`config.mk`:
```
export PLATFORM = sky130hd
export DESIGN_NAME = hazard_scoreboard_unit
export DESIGN_NICKNAME = d
export VERILOG_FILES = /design/src/rtl/hazard_pkg.sv /design/src/rtl/reg_countdown.sv /design/src/rtl/hazard_scoreboard_unit.sv
export SDC_FILE = /design/constraint.sdc
export NUM_CORES = 1
export LEC_CHECK = 0
export BUFFER_PORTS_ARGS = -buffer_cell sky130_fd_sc_hd__buf_4
export CELL_PAD_IN_SITES_DETAIL_PLACEMENT = 2
export CELL_PAD_IN_SITES_GLOBAL_PLACEMENT = 2
export CORE_UTILIZATION = 44
export DETAILED_ROUTE_END_ITERATION = 8
export PLACE_DENSITY_LB_ADDON = 0.08
export SLEW_MARGIN = 20
export SYNTH_ARGS = -nofsm -noshare
export SYNTH_HDL_FRONTEND = slang
export SYNTH_SLANG_ARGS = --single-unit
```
`constraint.sdc`:
```
create_clock -name clk -period 12.1 [get_ports clk]
set_input_delay 1.21 -clock clk [delete_from_list [all_inputs] [get_ports clk]]
set_output_delay 1.21 -clock clk [all_outputs]
set_load 0.005 [all_outputs]
```
`src/rtl/hazard_pkg.sv`:
```
// ---------------------------------------------------------------------------
// hazard_pkg
// Shared definitions for the ID-stage hazard scoreboard:
//   lat_class_t   - latency class carried by each decoded instruction
//   DEF_LOAD_LAT  - default cycles a load result is hidden from ID
//   DEF_MDU_LAT   - default mul/div result latency
//   calc_cnt_w()  - width of a countdown counter able to hold the
//                   largest latency
// ---------------------------------------------------------------------------
package hazard_pkg;

  typedef enum logic [1:0] {
    LAT_ALU  = 2'd0,
    LAT_LOAD = 2'd1,
    LAT_MDU  = 2'd2
  } lat_class_t;

  localparam int DEF_LOAD_LAT = 1;
  localparam int DEF_MDU_LAT  = 4;

  function automatic int calc_cnt_w(input int load_lat, input int mdu_lat);
    int max_lat;
    max_lat = (load_lat > mdu_lat) ? load_lat : mdu_lat;
    return $clog2(max_lat + 1);
  endfunction

endpackage

```
`src/rtl/reg_countdown.sv`:
```
// ---------------------------------------------------------------------------
// reg_countdown
// Saturating down-counter with a load override. Each cycle the count drops
// by one until it reaches zero; load_en replaces that cycle's decrement with
// load_val.
// Ports:
//   clk       pipeline clock
//   reset     asynchronous, active-high; clears count
//   load_en   load load_val this cycle instead of decrementing
//   load_val  new count value
//   count     current count
// ---------------------------------------------------------------------------
module reg_countdown #(
  parameter int W = 3
) (
  input  logic         clk,
  input  logic         reset,
  input  logic         load_en,
  input  logic [W-1:0] load_val,
  output logic [W-1:0] count
);

  always_ff @(posedge clk or posedge reset) begin
    if (reset) begin
      count <= '0;
    end else if (load_en) begin
      count <= load_val;
    end else if (count != '0) begin
      count <= count - 1'b1;
    end
  end

endmodule

```
`src/rtl/hazard_scoreboard_unit.sv`:
```
// ---------------------------------------------------------------------------
// hazard_scoreboard_unit
// Per-register countdown scoreboard for the ID stage of the 5-stage RISC-V
// pipeline. cnt[r] holds how many more cycles a dependent ID instruction
// must wait before forwarding can supply register r. Detects RAW (load-use,
// MDU), WAW ordering, the single-MDU structural hazard, and applies the
// EX-stage branch flush, which wins over any stall.
//
// Optional build macro HAZARD_STALL_PERF_EN adds stall_cycles/flush_count
// performance counters; without it those ports do not exist.
//
// Ports:
//   clk, reset            clock, asynchronous active-high reset
//   id_valid              ID holds a valid instruction
//   id_rs1/id_rs2         source indices, id_rs1_used/id_rs2_used qualify them
//   id_rd, id_reg_write   destination index and write enable
//   id_lat_class          0 ALU, 1 LOAD, 2 MDU, 3 reserved (treated as ALU)
//   ex_branch_taken       taken branch/jump resolved in EX this cycle
//   stall                 ID instruction held this cycle
//   pc_write_en           PC may update
//   if_id_write_en        IF/ID may load
//   id_ex_bubble          load a NOP into ID/EX
//   if_id_flush           clear IF/ID
//   stall_cycles          (perf build) cycles with stall=1, wraps
//   flush_count           (perf build) cycles with ex_branch_taken=1, wraps
// ---------------------------------------------------------------------------
module hazard_scoreboard_unit
  import hazard_pkg::*;
#(
  parameter int NUM_REGS   = 32,
  parameter int REG_ADDR_W = 5,
  parameter int LOAD_LAT   = DEF_LOAD_LAT,
  parameter int MDU_LAT    = DEF_MDU_LAT
) (
  input  logic                  clk,
  input  logic                  reset,
  input  logic                  id_valid,
  input  logic [REG_ADDR_W-1:0] id_rs1,
  input  logic [REG_ADDR_W-1:0] id_rs2,
  input  logic                  id_rs1_used,
  input  logic                  id_rs2_used,
  input  logic [REG_ADDR_W-1:0] id_rd,
  input  logic                  id_reg_write,
  input  logic [1:0]            id_lat_class,
  input  logic                  ex_branch_taken,
  output logic                  stall,
  output logic                  pc_write_en,
  output logic                  if_id_write_en,
  output logic                  id_ex_bubble,
  output logic                  if_id_flush
`ifdef HAZARD_STALL_PERF_EN
  ,
  output logic [31:0]           stall_cycles,
  output logic [31:0]           flush_count
`endif
);

  localparam int CNT_W = calc_cnt_w(LOAD_LAT, MDU_LAT);

  // Result latency of each class; reserved class 3 behaves as ALU.
  function automatic logic [CNT_W-1:0] lat_of(input logic [1:0] cls);
    case (cls)
      LAT_LOAD: return CNT_W'(LOAD_LAT);
      LAT_MDU:  return CNT_W'(MDU_LAT);
      default:  return '0;
    endcase
  endfunction

  logic [CNT_W-1:0] cnt [NUM_REGS];
  logic [CNT_W-1:0] mdu_busy;
  logic [CNT_W-1:0] dest_lat;
  logic             raw1, raw2, waw, struct_hz, hz;
  logic             issue, rd_load_en, mdu_load_en;

  assign dest_lat = lat_of(id_lat_class);

  // x0 is hard-wired and never tracked.
  assign cnt[0] = '0;

  for (genvar r = 1; r < NUM_REGS; r++) begin : g_reg_cnt
    reg_countdown #(.W(CNT_W)) u_cnt (
      .clk      (clk),
      .reset    (reset),
      .load_en  (rd_load_en && (id_rd == REG_ADDR_W'(r))),
      .load_val (dest_lat),
      .count    (cnt[r])
    );
  end

  reg_countdown #(.W(CNT_W)) u_mdu_busy (
    .clk      (clk),
    .reset    (reset),
    .load_en  (mdu_load_en),
    .load_val (CNT_W'(MDU_LAT)),
    .count    (mdu_busy)
  );

  always_comb begin
    raw1 = id_valid && id_rs1_used && (id_rs1 != '0) && (cnt[id_rs1] != '0);
    raw2 = id_valid && id_rs2_used && (id_rs2 != '0) && (cnt[id_rs2] != '0);
    // A younger write may not land before an older, slower one to the same rd.
    waw  = id_valid && id_reg_write && (id_rd != '0) && (cnt[id_rd] > dest_lat);
    struct_hz = id_valid && (id_lat_class == LAT_MDU) && (mdu_busy != '0);
    hz   = raw1 || raw2 || waw || struct_hz;
  end

  // A killed (flushed) instruction never claims a scoreboard entry.
  assign issue       = id_valid && !hz && !ex_branch_taken;
  assign rd_load_en  = issue && id_reg_write && (id_rd != '0);
  assign mdu_load_en = issue && (id_lat_class == LAT_MDU);

  // Flush beats stall: the ID instruction is dead, so holding it is pointless.
  always_comb begin
    stall          = 1'b0;
    pc_write_en    = 1'b1;
    if_id_write_en = 1'b1;
    id_ex_bubble   = 1'b0;
    if_id_flush    = 1'b0;
    if (!reset) begin
      if (ex_branch_taken) begin
        if_id_flush  = 1'b1;
        id_ex_bubble = 1'b1;
      end else if (hz) begin
        stall          = 1'b1;
        pc_write_en    = 1'b0;
        if_id_write_en = 1'b0;
        id_ex_bubble   = 1'b1;
      end
    end
  end

`ifdef HAZARD_STALL_PERF_EN
  always_ff @(posedge clk or posedge reset) begin
    if (reset) begin
      stall_cycles <= '0;
      flush_count  <= '0;
    end else begin
      if (stall)           stall_cycles <= stall_cycles + 32'd1;
      if (ex_branch_taken) flush_count  <= flush_count + 32'd1;
    end
  end
`endif

endmodule

```
### Word level (Yosys, flattened, before mapping)

Index checks and enable logic that the tools add are counted.

| word-level totals | value |
|---|---|
| register bits | 96 |
| output and inout port bits | 5 |
| input bits | 24 |
| logic and storage cells | 309 |

| operators by class | value |
|---|---|
| mux-type cells | 84 |
| reductions and logical operators | 121 |
| magnitude comparators | 4 |
| bitwise operators | 3 |
| add/subtract/negate cells | 32 |
| eq/ne operators | 33 |

Operators with widths:

| kind | count |
|---|---|
| 2-to-1 mux 3 bit | 70 |
| nonzero test 3 bit | 34 |
| subtractor 3 x 1 -> 3 bit, second input constant | 32 |
| equality test 5 bit, second input constant | 16 |
| nonzero test 2 bit | 32 |
| logical AND 1 bit | 47 |
| binary-select mux 3 bit (select 5 bit) | 3 |
| equality test 5 x 4 -> 1 bit, second input constant | 8 |
| equality test 5 x 3 -> 1 bit, second input constant | 4 |
| >= comparator 6 bit, second input constant | 3 |
| inverter 5 -> 6 bit | 3 |
| nonzero test 5 bit | 3 |
| equality test 5 x 2 -> 1 bit, second input constant | 2 |
| 2-to-1 mux 1 bit | 10 |
| case mux 3 bit (2 select lines) | 1 |
| equality test 5 x 1 -> 1 bit, second input constant | 1 |
| greater-than comparator 3 bit | 1 |
| logical OR 1 bit | 3 |
| equality test 2 x 1 -> 1 bit, second input constant | 1 |
| equality test 2 bit, second input constant | 1 |
| zero test 1 bit | 2 |

### Logic depth before layout (Yosys ltp)

| logic depth | value |
|---|---|
| depth in word-level cells | 16 |
| gate-level depth with buffers | 17 |
| gate-level depth less buffers | 13 |

### Modules after synthesis

Synthesis repeated with hierarchy kept, for this count alone.

| unflattened totals | value |
|---|---|
| cells, all modules | 990 |
| area total of the unflattened synthesis | 8,974.9 um^2 |

Modules (own cells, without submodules):

| module | cells each | instances | area an instance (um^2) |
|---|---|---|---|
| reg_countdown | 21 | 32 | 200.2 |
| hazard_scoreboard_unit | 318 | 1 | 2,568.7 |

### Worst setup path after synthesis

No wires, ideal clock.

| path | value |
|---|---|
| path type | in2out |
| start | in id_rd[0] |
| end | out pc_write_en |
| arrival time | 4.692 ns |
| setup slack | 6.198 ns |
| stages on the path | 15 |
| cell sequence | buf_2 -> buf_2 -> mux4_2 -> mux4_2 -> mux2_2 -> ha_1 -> nand2_1 -> a21oi_1 -> a311oi_1 -> nand3_1 -> o21a_1 -> and3_1 -> buf_6 -> or3_1 -> buf_4 |

| on the way | value |
|---|---|
| longest elaborated chain between the ends | 11 |
| elaborated cells on any way between the ends | 13 |
| those cells by class | 1 x order compare; 6 x mux; 1 x bitwise; 5 x reduce/logical |

Ends and longest elaborated chain:

| element | line | source |
|---|---|---|
| start, declared | hazard_scoreboard_unit.sv:42 | `input logic [REG_ADDR_W-1:0] id_rd,` |
| inverter 5 -> 6 bit (not written as such) | hazard_scoreboard_unit.sv:102 | `waw = id_valid && id_reg_write && (id_rd != '0) && (cnt[id_rd] > dest_lat);` |
| binary-select mux 3 bit (select 5 bit) | hazard_scoreboard_unit.sv:102 |  |
| 2-to-1 mux 3 bit (not written as such) (2 in a row) | hazard_scoreboard_unit.sv:102 |  |
| greater-than comparator 3 bit | hazard_scoreboard_unit.sv:102 |  |
| logical AND 1 bit (*) | hazard_scoreboard_unit.sv:102 |  |
| logical OR 1 bit (*) (2 in a row) | hazard_scoreboard_unit.sv:104 | `hz = raw1 \|\| raw2 \|\| waw \|\| struct_hz;` |
| 2-to-1 mux 1 bit (*) (3 in a row) | - |  |
| end, declared | hazard_scoreboard_unit.sv:47 | `output logic pc_write_en,` |

Every way passes the cells marked *; elsewhere a longest branch is shown, timed or not. The select of a mux whose other input is x is not followed.

### Final worst setup path

| path | value |
|---|---|
| start | in id_rd[0] |
| end | out if_id_write_en |

| on the way | value |
|---|---|
| longest elaborated chain between the ends | 11 |
| elaborated cells on any way between the ends | 13 |
| those cells by class | 1 x order compare; 6 x mux; 1 x bitwise; 5 x reduce/logical |

Ends and longest elaborated chain:

| element | line | source |
|---|---|---|
| inverter 5 -> 6 bit (not written as such) | hazard_scoreboard_unit.sv:102 |  |
| binary-select mux 3 bit (select 5 bit) | hazard_scoreboard_unit.sv:102 |  |
| 2-to-1 mux 3 bit (not written as such) (2 in a row) | hazard_scoreboard_unit.sv:102 |  |
| greater-than comparator 3 bit | hazard_scoreboard_unit.sv:102 |  |
| logical AND 1 bit (*) | hazard_scoreboard_unit.sv:102 |  |
| logical OR 1 bit (*) (2 in a row) | hazard_scoreboard_unit.sv:104 |  |
| 2-to-1 mux 1 bit (*) | hazard_scoreboard_unit.sv:123 | `end else if (hz) begin` |
| 2-to-1 mux 1 bit (*) | hazard_scoreboard_unit.sv:120 | `if (ex_branch_taken) begin` |
| 2-to-1 mux 1 bit (*) | hazard_scoreboard_unit.sv:119 | `if (!reset) begin` |
| end, declared | hazard_scoreboard_unit.sv:48 | `output logic if_id_write_en,` |

Marked as above.

==> implementation parameters <==
Parameter                              Value

Timing
  Slew Viols, Final    0
  Maximum clock frequency    154.0 MHz
  Final Cycle Share    53.67%
  Clock period minus worst slack    6.494 ns
  Clock skew    0.01322 ns
  Max-slew headroom at the worst pin    33.71%
  Aggregate negative setup slack    0 ns
  Setup repair after global routing missed its margin    no
  Transition at the pin with the smallest max-transition slack    0.9943 ns
  Hold slack final    0.6396 ns
  Number of hold-slack violations in the final timing report    0
  Final setup fails    0

GRT
  Pin count of the biggest net entering global routing    55
  Antenna violations before repair    2
  Number of global-route vias before repair    7,465
  First-pass GRT wire length    44.02 mm
  Overflow after GRT    0
  GRT Overall Usage    32.44%

Outcome
  Result of the run    finished clean

Synth
  Number of instances in the synthesized netlist    821
  Area contributors post-synth    dfrtp_1 (31%), mux2i_1 (12%), ha_1 (10%)
  Synthesis Warnings    0
  Simple-gate portion of the synthesized area    18.04%
  Average size of a mapped cell    9.587 um^2
  Library cell occupying the most area in the post-synthesis netlist    dfrtp_1
  Sequential cell area fraction in the yosys report    30.52%
  Cell area after synthesis    7871 um^2
  Main combinational cell family by area after synthesis    multiplexers
  Multiplexer share of the synthesized area    20.98%
  Xor and xnor fraction of the mapped netlist area    3.561%
  Number of distinct library cell variants in the gate-level netlist after synthesis    53
  Fraction of synthesized cell area taken by the top area cell type    30.52%
  Post-synth ARST share    100.0%
  Post-synth EDFFs    0
  Seq cells post-synth    96
  Top flip-flop cell by instance count after synthesis    dfrtp_1
  Compound-gate portion of the synthesized area    9.855%
  Nets in the synthesized netlist    911
  Adder-cell area share of the yosys netlist    10.49%

Power
  Part of the total power dissipated in combinational logic    53.8%
  Power after layout    2.310 mW
  Net Sw Power    1.092 mW
  Relative contribution of sequential cells to total power    33.0%
  Internal power of the cells    1.218 mW
  Power density normalized to cell area    271.8 nW/um^2
  Switching share of total power    47.28%
  Clock network power share    13.2%
  IR Drop Worst-Case VDD    0.1224 mV
  Total leakage power    3.938 nW

Placed design
  Placed wire-length estimate    20.08 mm
  Gpl congestion    0.8468
  Input/output buffers    28

Setup path
  Maximum fanout count along the critical path    37
  Critical Setup Path Class    primary input to output pin
  Setup crit end kind    output pin
  CP bufs+invs    2
  Critical path depth    13
  Cell family with most CP delay    multiplexers
  Slowest cell on crit path    mux4_2
  Cells traversed along the worst timing path    buf_4 -> mux4_2 -> mux4_2 -> mux2_2 -> ha_1 -> nand2_1 -> a21oi_1 -> a311oi_1 -> nand3_1 -> o21a_1 -> and3_2 -> or3_1 -> buf_4
  Worst-case reg-to-reg path depth    11
  CP peak stage delay    0.58 ns
  Req. time, crit path    10.89 ns
  Kind of start point of the critical path    primary input
  Arrival time of data at the critical path endpoint    5.28 ns

Floorplanning
  Die outline height    135.8 um
  Area of the core    17,360 um^2
  # IOs    29
  Row count    48
  Die width    135.8 um
  Starting density of the core    45.35%
  DIE AREA    18,430 um^2

Clock network
  Clock H-tree levels    3
  CTS tree    built
  Post-CTS setup-driven buffer insertion count    0
  Count of hold-fix buffers inserted at cts    0
  Clock Sink Count    96
  Largest buffer count on any clock path    2
  Clock latency on the worst-skew pair    0.36 ns
  Clock-pin slew on the worst setup and hold paths    0.07 ns
  Root buffer cell    clkbuf_16
  Total CTS buffers    9
  Resized Gates After CTS    0

Run
  Max-capacitance violation count    0

Layout
  Most frequent standard cell in the layout excluding fill and tap cells    dfrtp_1
  Most frequent cells in the layout    dfrtp_1 (96), nor2_1 (95), mux2i_1 (93), inv_1 (74), ha_1 (66)
  Share of cells above drive strength 1    13.45%
  Area added between synthesis and finish    7.964%
  Net count of the finished layout    918

Drt
  Total number of vias    6,714
  Wirelength, routed    28.28 mm
  Average wire length per cell after detail routing    26.70 um
  Remaining antenna violation count    0
  Avg Vias per Cell    6.340
  Remaining routing DRC violations    0
  Initial DRC Count    335
  First drt pass iteration count    7

Hold path
  Cells on Worst Hold Path    3
  Type of the tightest min-delay check    flip-flop to flip-flop
## per-layer routing
metal	global-route usage, %	share of wire (%)
met5	0	0.046
met3	6.435	5.9
met4	12.36	2.8
met1	40.56	42
met2	54.85	49
## state kept, by name, summed over array words and instances (netlist names)
register / cells
u_mdu_busy.count: 3
g_reg_cnt.u_cnt.count: 93
## cell type report
type	count	area, um^2
Multi-Input combinational cell	611	4962
Clock inverter	6	67.56
Antenna cell	1	2.502
Timing Repair Buffer	34	255.2
Tap cell	225	281.5
Sequential cell	96	2402
Clock buffer	10	239.0
Fill cell	1831	8859
Inverter	76	287.8
## cell usage after synthesis, types with 3 or more instances
cell	instances
dfrtp_1	96
nor2_1	95
mux2i_1	93
inv_1	75
ha_1	66
a21oi_1	64
nor2b_1	38
xnor2_1	32
mux4_2	30
nor3_1	26
nand4_1	25
nor4_1	22
nand2_1	21
buf_2	16
a21oi_2	11
clkbuf_1	11
a211oi_1	10
nand4_2	10
or3_1	8
buf_6	7
nand2b_1	6
nand3_1	6
mux2_2	4
nor4b_1	4
o21ai_0	4
a2111oi_0	3
o211ai_1	3
or2_2	3
## metrics by stage
stage,cell area (um^2),worst slack (ns),util [%],cells
after floorplan,7871,6.198,-,821
after global placement,8189,5.778,47.18,1042
after detailed placement,8189,5.689,47.18,1042
after CTS,8496,5.657,48.95,1058
after global routing,8496,5.445,48.95,1058
final,8498,5.606,48.96,1059
## power by group through the flow
stage / registers (mW) / logic (mW) / clock network, mW
4_1_cts: 0.753 / 1.25 / 0.310
5_1_grt: 0.779 / 1.38 / 0.319
6_report: 0.763 / 1.24 / 0.305
3_3_place_gp: 0.739 / 1.08 / 0
3_5_place_dp: 0.751 / 1.21 / 0
2_1_floorplan: 0.633 / 0.940 / 0
## worst register-to-register path: stages (launching register included)
cell and delay, ns:
dfrtp_1 0.50, mux4_2 0.51, mux4_2 0.48, mux2_2 0.28
ha_1 0.22, nand2b_1 0.17, a21oi_1 0.20, a311oi_1 0.13
nand3_1 0.11, o21a_1 0.16, and3_2 0.84, a21oi_1 0.27
## path summary, 6_finish.rpt
check,end,startpoint,slack [ns]
hold reg to reg,u_mdu_busy.count[0],u_mdu_busy.count[0],0.64
min in group asynchronous,g_reg_cnt[24].u_cnt.count[0],reset,0.94
hold / removal,u_mdu_busy.count[0],u_mdu_busy.count[0],0.64
setup / recovery,if_id_write_en,id_rd[0],5.61
setup reg to reg,g_reg_cnt[22].u_cnt.count[1],g_reg_cnt[30].u_cnt.count[2],8.04
max in group asynchronous,g_reg_cnt[10].u_cnt.count[1],reset,9.98
## cells by family (layout without fill, tap and decap cells)
| group | Yosys count | after routing |
|---|---|---|
| xor+xnor | 32 | 32 |
| mux | 127 | 127 |
| simple gates | 268 | 268 |
| buf+inv | 114 | 126 |
| flops | 96 | 96 |
| other cells | 0 | 1 |
| fa+ha+maj | 66 | 66 |
| compound gates | 118 | 118 |
Power figures use the tool's default switching activity.
